## config.mk

```make
export PLATFORM = sky130hd
export DESIGN_NAME = sync_fifo
export DESIGN_NICKNAME = d
export VERILOG_FILES = /design/src/rtl/sync_fifo_pkg.sv /design/src/rtl/sync_fifo_mem.sv /design/src/rtl/sync_fifo.sv
export SDC_FILE = /design/constraint.sdc
export NUM_CORES = 1
export LEC_CHECK = 0
export BUFFER_PORTS_ARGS = -buffer_cell sky130_fd_sc_hd__buf_2
export CAP_MARGIN = 25
export CORE_MARGIN = 2
export CORE_UTILIZATION = 35
export DETAILED_ROUTE_END_ITERATION = 8
export GPL_ROUTABILITY_DRIVEN = 0
export SYNTH_ARGS = -nofsm -noshare
export SYNTH_HDL_FRONTEND = slang
export SYNTH_SLANG_ARGS = --single-unit
```

## constraint.sdc

```tcl
create_clock -name clk -period 6.79 [get_ports clk]
set_clock_uncertainty 0.1 [all_clocks]
set_input_delay 0.3395 -clock clk [delete_from_list [all_inputs] [get_ports clk]]
set_output_delay 0.3395 -clock clk [all_outputs]
set_load 0.02 [all_outputs]
```

## src/rtl/sync_fifo_pkg.sv

```systemverilog
`default_nettype none
// ============================================================================
// Module      : sync_fifo_pkg
// Description : Shared helpers for the synchronous FIFO (pointer sizing).
// Revision    : 1.0 - initial release
// ============================================================================
package sync_fifo_pkg;

    // Ceiling log2 used to size address and pointer fields at elaboration.
    function automatic int clog2(input int n);
        int r;
        r = 0;
        for (int i = 0; i < 31; i++) begin
            if ((1 << i) < n) begin
                r = i + 1;
            end
        end
        return r;
    endfunction

endpackage : sync_fifo_pkg
`default_nettype wire

```

## src/rtl/sync_fifo_mem.sv

```systemverilog
`default_nettype none
// ============================================================================
// Module      : sync_fifo_mem
// Description : Simple dual-port storage, synchronous write and synchronous
//               read on one clock. The array itself has no reset; only the
//               read output register can be cleared.
// Revision    : 1.0 - initial release
// ============================================================================
module sync_fifo_mem
    import sync_fifo_pkg::*;
#(
    parameter int DEPTH = 16,
    parameter int WIDTH = 8
) (
    input  logic                       clk,
    input  logic                       i_wr_en,
    input  logic [clog2(DEPTH)-1:0]    i_wr_addr,
    input  logic [WIDTH-1:0]           i_wr_data,
    input  logic                       i_rd_en,
    input  logic [clog2(DEPTH)-1:0]    i_rd_addr,
    input  logic                       i_rd_clr,
    output logic [WIDTH-1:0]           o_rd_data
);

    logic [WIDTH-1:0] r_mem [DEPTH];
    logic [WIDTH-1:0] r_rd_data_q;

    // Write port: storage is never reset so it maps onto RAM primitives.
    always_ff @(posedge clk) begin
        if (i_wr_en) begin
            r_mem[i_wr_addr] <= i_wr_data;
        end
    end

    // Read port: output register with synchronous clear; holds when idle.
    always_ff @(posedge clk) begin
        if (i_rd_clr) begin
            r_rd_data_q <= '0;
        end else if (i_rd_en) begin
            r_rd_data_q <= r_mem[i_rd_addr];
        end
    end

    assign o_rd_data = r_rd_data_q;

endmodule : sync_fifo_mem
`default_nettype wire

```

## src/rtl/sync_fifo.sv

```systemverilog
`default_nettype none
// ============================================================================
// Module      : sync_fifo
// Description : Single-clock FIFO with registered read data and full/empty
//               flags derived from wrap-bit extended pointers.
// Revision    : 1.0 - initial release
// ============================================================================
module sync_fifo
    import sync_fifo_pkg::*;
#(
    parameter int DEPTH = 16,
    parameter int WIDTH = 8
) (
    input  logic             clk,
    input  logic             rst_n,     // active-high synchronous reset
    input  logic             wr_en,
    input  logic [WIDTH-1:0] wr_data,
    input  logic             rd_en,
    output logic [WIDTH-1:0] rd_data,
    output logic             full,
    output logic             empty
);

    localparam int ADDR_W = clog2(DEPTH);
    localparam int PTR_W  = ADDR_W + 1;

    logic [PTR_W-1:0] r_wr_ptr_q;
    logic [PTR_W-1:0] r_rd_ptr_q;
    logic [PTR_W-1:0] w_wr_ptr_d;
    logic [PTR_W-1:0] w_rd_ptr_d;
    logic             w_wr_accept;
    logic             w_rd_accept;
    logic             w_full;
    logic             w_empty;

    // Flags come straight from the pointer registers, so outputs never
    // depend combinationally on the inputs.
    always_comb begin
        w_empty = (r_wr_ptr_q == r_rd_ptr_q);
        w_full  = (r_wr_ptr_q[ADDR_W-1:0] == r_rd_ptr_q[ADDR_W-1:0]) &&
                  (r_wr_ptr_q[ADDR_W] != r_rd_ptr_q[ADDR_W]);
    end

    // Accept qualification and next-pointer computation; reset masks both
    // requests so nothing is written or read in a reset cycle.
    always_comb begin
        w_wr_accept = wr_en && !w_full  && !rst_n;
        w_rd_accept = rd_en && !w_empty && !rst_n;
        w_wr_ptr_d  = r_wr_ptr_q;
        w_rd_ptr_d  = r_rd_ptr_q;
        if (w_wr_accept) begin
            w_wr_ptr_d = r_wr_ptr_q + PTR_W'(1);
        end
        if (w_rd_accept) begin
            w_rd_ptr_d = r_rd_ptr_q + PTR_W'(1);
        end
    end

    // Pointer registers; the wrap bit rolls over naturally at 2*DEPTH.
    always_ff @(posedge clk) begin
        if (rst_n) begin
            r_wr_ptr_q <= '0;
            r_rd_ptr_q <= '0;
        end else begin
            r_wr_ptr_q <= w_wr_ptr_d;
            r_rd_ptr_q <= w_rd_ptr_d;
        end
    end

    sync_fifo_mem #(
        .DEPTH (DEPTH),
        .WIDTH (WIDTH)
    ) u_mem (
        .clk       (clk),
        .i_wr_en   (w_wr_accept),
        .i_wr_addr (r_wr_ptr_q[ADDR_W-1:0]),
        .i_wr_data (wr_data),
        .i_rd_en   (w_rd_accept),
        .i_rd_addr (r_rd_ptr_q[ADDR_W-1:0]),
        .i_rd_clr  (rst_n),
        .o_rd_data (rd_data)
    );

    assign full  = w_full;
    assign empty = w_empty;

endmodule : sync_fifo
`default_nettype wire

```

# Yosys cells after proc, flatten, opt, wreduce, memory -nomap -nowiden
# Memories as Yosys holds them, arrays and structs flattened. A register that Yosys moved wholly into a read port is not among the register bits.
# Cells that the tools add are included.
[word_totals]
register_bits = 10
mem_bits_rw = 128
input_bits = 12
out_inout_bits = 10
word_cells = 18
mem_count = 1
[op_classes]
addsub = 2
eq_ne = 3
mux = 2
reduce_logical = 8
[mem_list]
columns = ["name", "depth", "width", "read_ports", "rd_ports_with_merged_regs", "wr", "line", "rtl"]
rows = [
  ["u_mem.r_mem", 16, 8, 1, 1, 1, "sync_fifo_mem.sv:25", "logic [WIDTH-1:0] r_mem [DEPTH];"],
]
[ops]
columns = ["op", "n"]
rows = [
  ["$add 5x1->5 const B", 2],
  ["$eq 5x5->1", 1],
  ["$logic_and 1x1->1", 5],
  ["$eq 4x4->1", 1],
  ["$logic_not 1->1", 3],
  ["$mux 1", 2],
  ["$ne 1x1->1", 1],
]

# Logic depth before layout (Yosys ltp)
[depth]
depth_word = 7
depth_mapped = 8
depth_no_buf = 5

# Hierarchy
# A second synthesis with hierarchy kept.
[unflattened]
hier_cells = 385
hier_area_um2 = 5995.8
[modules_own_cells]
columns = ["module", "n_inst", "cells_each", "area_per_inst_um2", "seq_area_each_um2"]
rows = [
  ["sync_fifo_mem", 1, 316, 5343.9, 4003.8],
  ["sync_fifo", 1, 69, 651.9, 200.2],
]

# Worst setup path after synthesis
# No wires, ideal clock.
[synth_path]
path_type = "reg2reg"
from = "register r_rd_ptr_q[2]"
to = "memory u_mem.r_mem[1][0], enable pin"
setup_ps = 395
t_arrival_ps = 2088
t_required_ps = 6295
setup_slack_ps = 4207
path_stages_with_launch = 8
period_less_slack_ps = 2583
cell_sequence = "dfxtp_1 > buf_2 > xnor2_1 > nand4_2 > o21ai_0 > buf_2 > buf_2 > nor4_1"
[synth_between]
elab_chain_len = 7
[synth_rtl]
columns = ["element", "line", "rtl"]
rows = [
  ["from (decl)", "sync_fifo.sv:28", "logic [PTR_W-1:0] r_rd_ptr_q;"],
  ["from (signal assigned)", "sync_fifo.sv:66", "r_rd_ptr_q <= w_rd_ptr_d;"],
  ["$eq 4x4->1", "sync_fifo.sv:40", "w_full = (r_wr_ptr_q[ADDR_W-1:0] == r_rd_ptr_q[ADDR_W-1:0]) &&"],
  ["$logic_and 1x1->1", "sync_fifo.sv:40", ""],
  ["$logic_not 1->1", "sync_fifo.sv:47", "w_wr_accept = wr_en && !w_full && !rst_n;"],
  ["$logic_and 1x1->1 (2 in series)", "sync_fifo.sv:47", ""],
  ["$mux 1", "sync_fifo_mem.sv:30", "if (i_wr_en) begin"],
  ["$mux 1 (not written as such)", "sync_fifo_mem.sv:31", "r_mem[i_wr_addr] <= i_wr_data;"],
  ["to (decl)", "sync_fifo_mem.sv:25", ""],
]
# Every way passes these cells.

# Final worst setup path
[layout_path]
from = "register r_rd_ptr_q[0]"
to = "memory u_mem.r_mem[15][0], enable pin"
# The elaborated chain is that of the path after synthesis.

==> results.md <==
- Status: completed
- Setup Viol. Count Final: 0
- Ranking of synthesized cells by area: edfxtp_1 65%, mux4_1 10%, dfxtp_1 6.1%
- Largest family of logic cells by synthesized area: multiplexers
- Yosys top cell by area: edfxtp_1
- # rows: 47
- Slew HR: 0.304
- FFs w/ async S/R, synth: 0
- Peak supply drop: 0.171 mV
- Total Power: 0.00226 W
- FMAX: 335 MHz
- Mean Syn Cell Area: roughly 18 um^2
- TritonRoute pass-1 iters: 4
- Cell Pwr Density: between 300 and 400 nW/um^2
- Initial core utilization: 0.359
- Hold_buf cts: 0
- Slew @ Worst Pin: around 1.0 ns
- Skew-Pair Late Insertion Delay: approximately 0.42 ns
- Post-DP Area: 6320 um^2
- Detailed Route WL: about 13,000 um
- Mapped Cells: between 300 and 400
- Design Area, Final: 7000 um^2
- RSZ-0062 raised after global routing: false
- Worst hold path type: input pin to flop
- Seq/Total Area, Yosys: 0.706
- Die Y: around 130 um
- Ant diodes: 0
- CP startpoint kind: flop
- Filler cells: 1,461
- Synthesized cell area: 5950 um^2
- DP Wirelength: 8190 um
- Top FF cell, synth: edfxtp_1
- Die footprint: 18,100 um^2
- Utilization after layout: 0.422
- Num CTS Buffers: 17
- Post-Synth XOR/XNOR Area: 0.0191
- WL/cell: 21.3 um
- Core Box Area: 16,600 um^2
- MaxCap Viol Count: 0
- GRT overflow: 0
- Crit path max fanout: 21
- Proportion of synthesized area in mux cells: 0.151
- Delay-heaviest family, CP: simple AND/OR/NAND/NOR gates
- Max Slew Vio Count: 0
- Initial antenna violation count: 0
- CTS root buf: clkbuf_16
- Post-synthesis compound-gate area fraction: 0.0408
- Vias: 3,055
- DR vias/cell: 5.18
- Reg area: 4210 um^2
- Synth Warn #: 0
- Multi-input gate area: 1660 um^2
- Nets@finish: 374
- Yosys top cell area share: 0.646
- Critical Path RT: 6.73 ns
- Adder-cell share of the synthesized area: 0.0105
- First-pass GRT wire length: 19,100 um
- Slowest Stage Delay on Critical Path: 0.86 ns
- Die width: 134 um
- R2R cell count: 5
- Flops & latches, synth: 146
- Number of port buffers: 21
- Simple-gate share of the synthesized area: 0.0500
- Net Count, Synth: 346
- CP arrival: between 2 and 3 ns
- Worst path depth: 5
- Cell Chain, Critical Path: xnor2_1, nand4_2, o21ai_1, buf_4, nor3_1
- Distinct cells, synth: 34
- # IOs: 22
- Leakage power: 2.22 nW
- Post_cts resized: 0
- Reg clk slew, reported paths: 0.06 ns
- Crit path to: u_mem.r_mem[15][0]
- Setup TNS: 0 ns
- Vias in the first global route: 3,122
- R2R Setup Slk: 3.80 ns
- Critical path class: flop to flop
- Tot GR Track Use: 0.149
- Critical R2R Launch: r_rd_ptr_q[0]
- Initial DRC Count: 332
- Clock buffer depth: 2
- Worst setup EP type: flop
- Reg-to-reg endpoint: u_mem.r_mem[15][0]
- Hold Fails Final Rpt: 0
- Setup bufs post-CTS: 0
- H-tree depth: 4
- Area grow syn2layout: 17.6%
- Buf/Inv on CP: 1
- Largest net degree at the start of global routing: 45
- Final Cycle Share: 0.440
- Final ANT Viol Nets: 0
- Fin crit period: 2.99 ns
- EDFF count, synth: 128
- Drt drc: 0
- Share of cells above drive strength 1: 0.241
- Setup crit start: r_rd_ptr_q[0]
- Slowest-stage cell, CP: dfxtp_1
- TritonCTS clock tree: built
- Clk sink count: 146
flip-flops by register name (all words and copies together), names as in the netlist:
register and flops:
r_wr_ptr_q 5, u_mem.r_mem 128, r_rd_ptr_q 5, u_mem.o_rd_data 8
synthesized netlist by cell type, drive strengths merged, types with 4 or more instances:
| master | number |
|---|---|
| dfxtp | 18 |
| xor2 | 6 |
| nor2 | 18 |
| a211oi | 16 |
| buf | 14 |
| mux2i | 9 |
| o21ai | 4 |
| clkbuf | 7 |
| nand2b | 5 |
| edfxtp | 128 |
| mux4 | 24 |
| xnor2 | 7 |
| nor3 | 12 |
| o22ai | 8 |
| nand2 | 4 |
| mux2 | 16 |
| ha | 5 |
| nor4b | 4 |
| nor4 | 8 |
cell type report:
class | instances | area share
clock buffers | 18 | 0.0613
clock inverters | 14 | 0.0338
inverters | 4 | 0.00215
multi-input cells | 158 | 0.238
flip-flops and latches | 146 | 0.601
well taps | 220 | 0.0393
repair buffers | 30 | 0.0243
cell usage in the layout, fill, tap and decap left out, types with 7 or more instances in the layout:
cell type  instances
a211oi_1          16
mux2i_1            9
buf_2             22
mux2_2            16
dfxtp_1           17
nor2_1            18
buf_4              7
mux4_1            23
o22ai_1            8
xnor2_1            7
edfxtp_1         128
clkbuf_16         17
nor3_1            12
metal layers:
metal	up-vias	routed length [um]	global-route usage
met5	-	0	0
met4	0	130	0.0637
met3	9	739	0.0393
met2	85	6070	0.230
met1	1566	5630	0.200
li1	1395	-	-
report_power, final:
| part | leakage, nW | internal, W | switching (W) |
|---|---|---|---|
| Combinational | 0.607 | 0.0000774 | 0.000123 |
| Clock | 0.308 | 0.000687 | 0.000350 |
| Sequential | 1.30 | 0.000996 | 0.0000217 |
per-stage QoR:
step	worst slack (ns)	hold WS, ns	instances
after floorplan	4.21	0.338	329
after global placement	4.00	0.379	556
after detailed placement	3.77	0.376	556
after CTS	3.77	0.200	588
after global routing	3.57	0.226	590
final	3.80	0.225	590
worst min-delay path by stage:
stage	start	to	slack (ns)	cells past startpoint
floorplan	wr_data[0]	u_mem.r_mem[0][0]	0.34	0
global placement	u_mem.o_rd_data[6]	u_mem.o_rd_data[6]	0.38	2
detailed placement	u_mem.o_rd_data[4]	u_mem.o_rd_data[4]	0.38	2
CTS	rst_n	r_wr_ptr_q[4]	0.20	2
global route	rst_n	r_rd_ptr_q[4]	0.23	2
finish	rst_n	r_rd_ptr_q[4]	0.23	2
kinds of logic after synthesis:
kind of cell	after synthesis
DFF	146
and+or+nand+nor	56
muxes	49
AOI/OAI and AO/OA	35
buffers and inverters	25
xor gates and xnor gates	13
adders and majority gates	5
(Power assumes the default switching activity.)
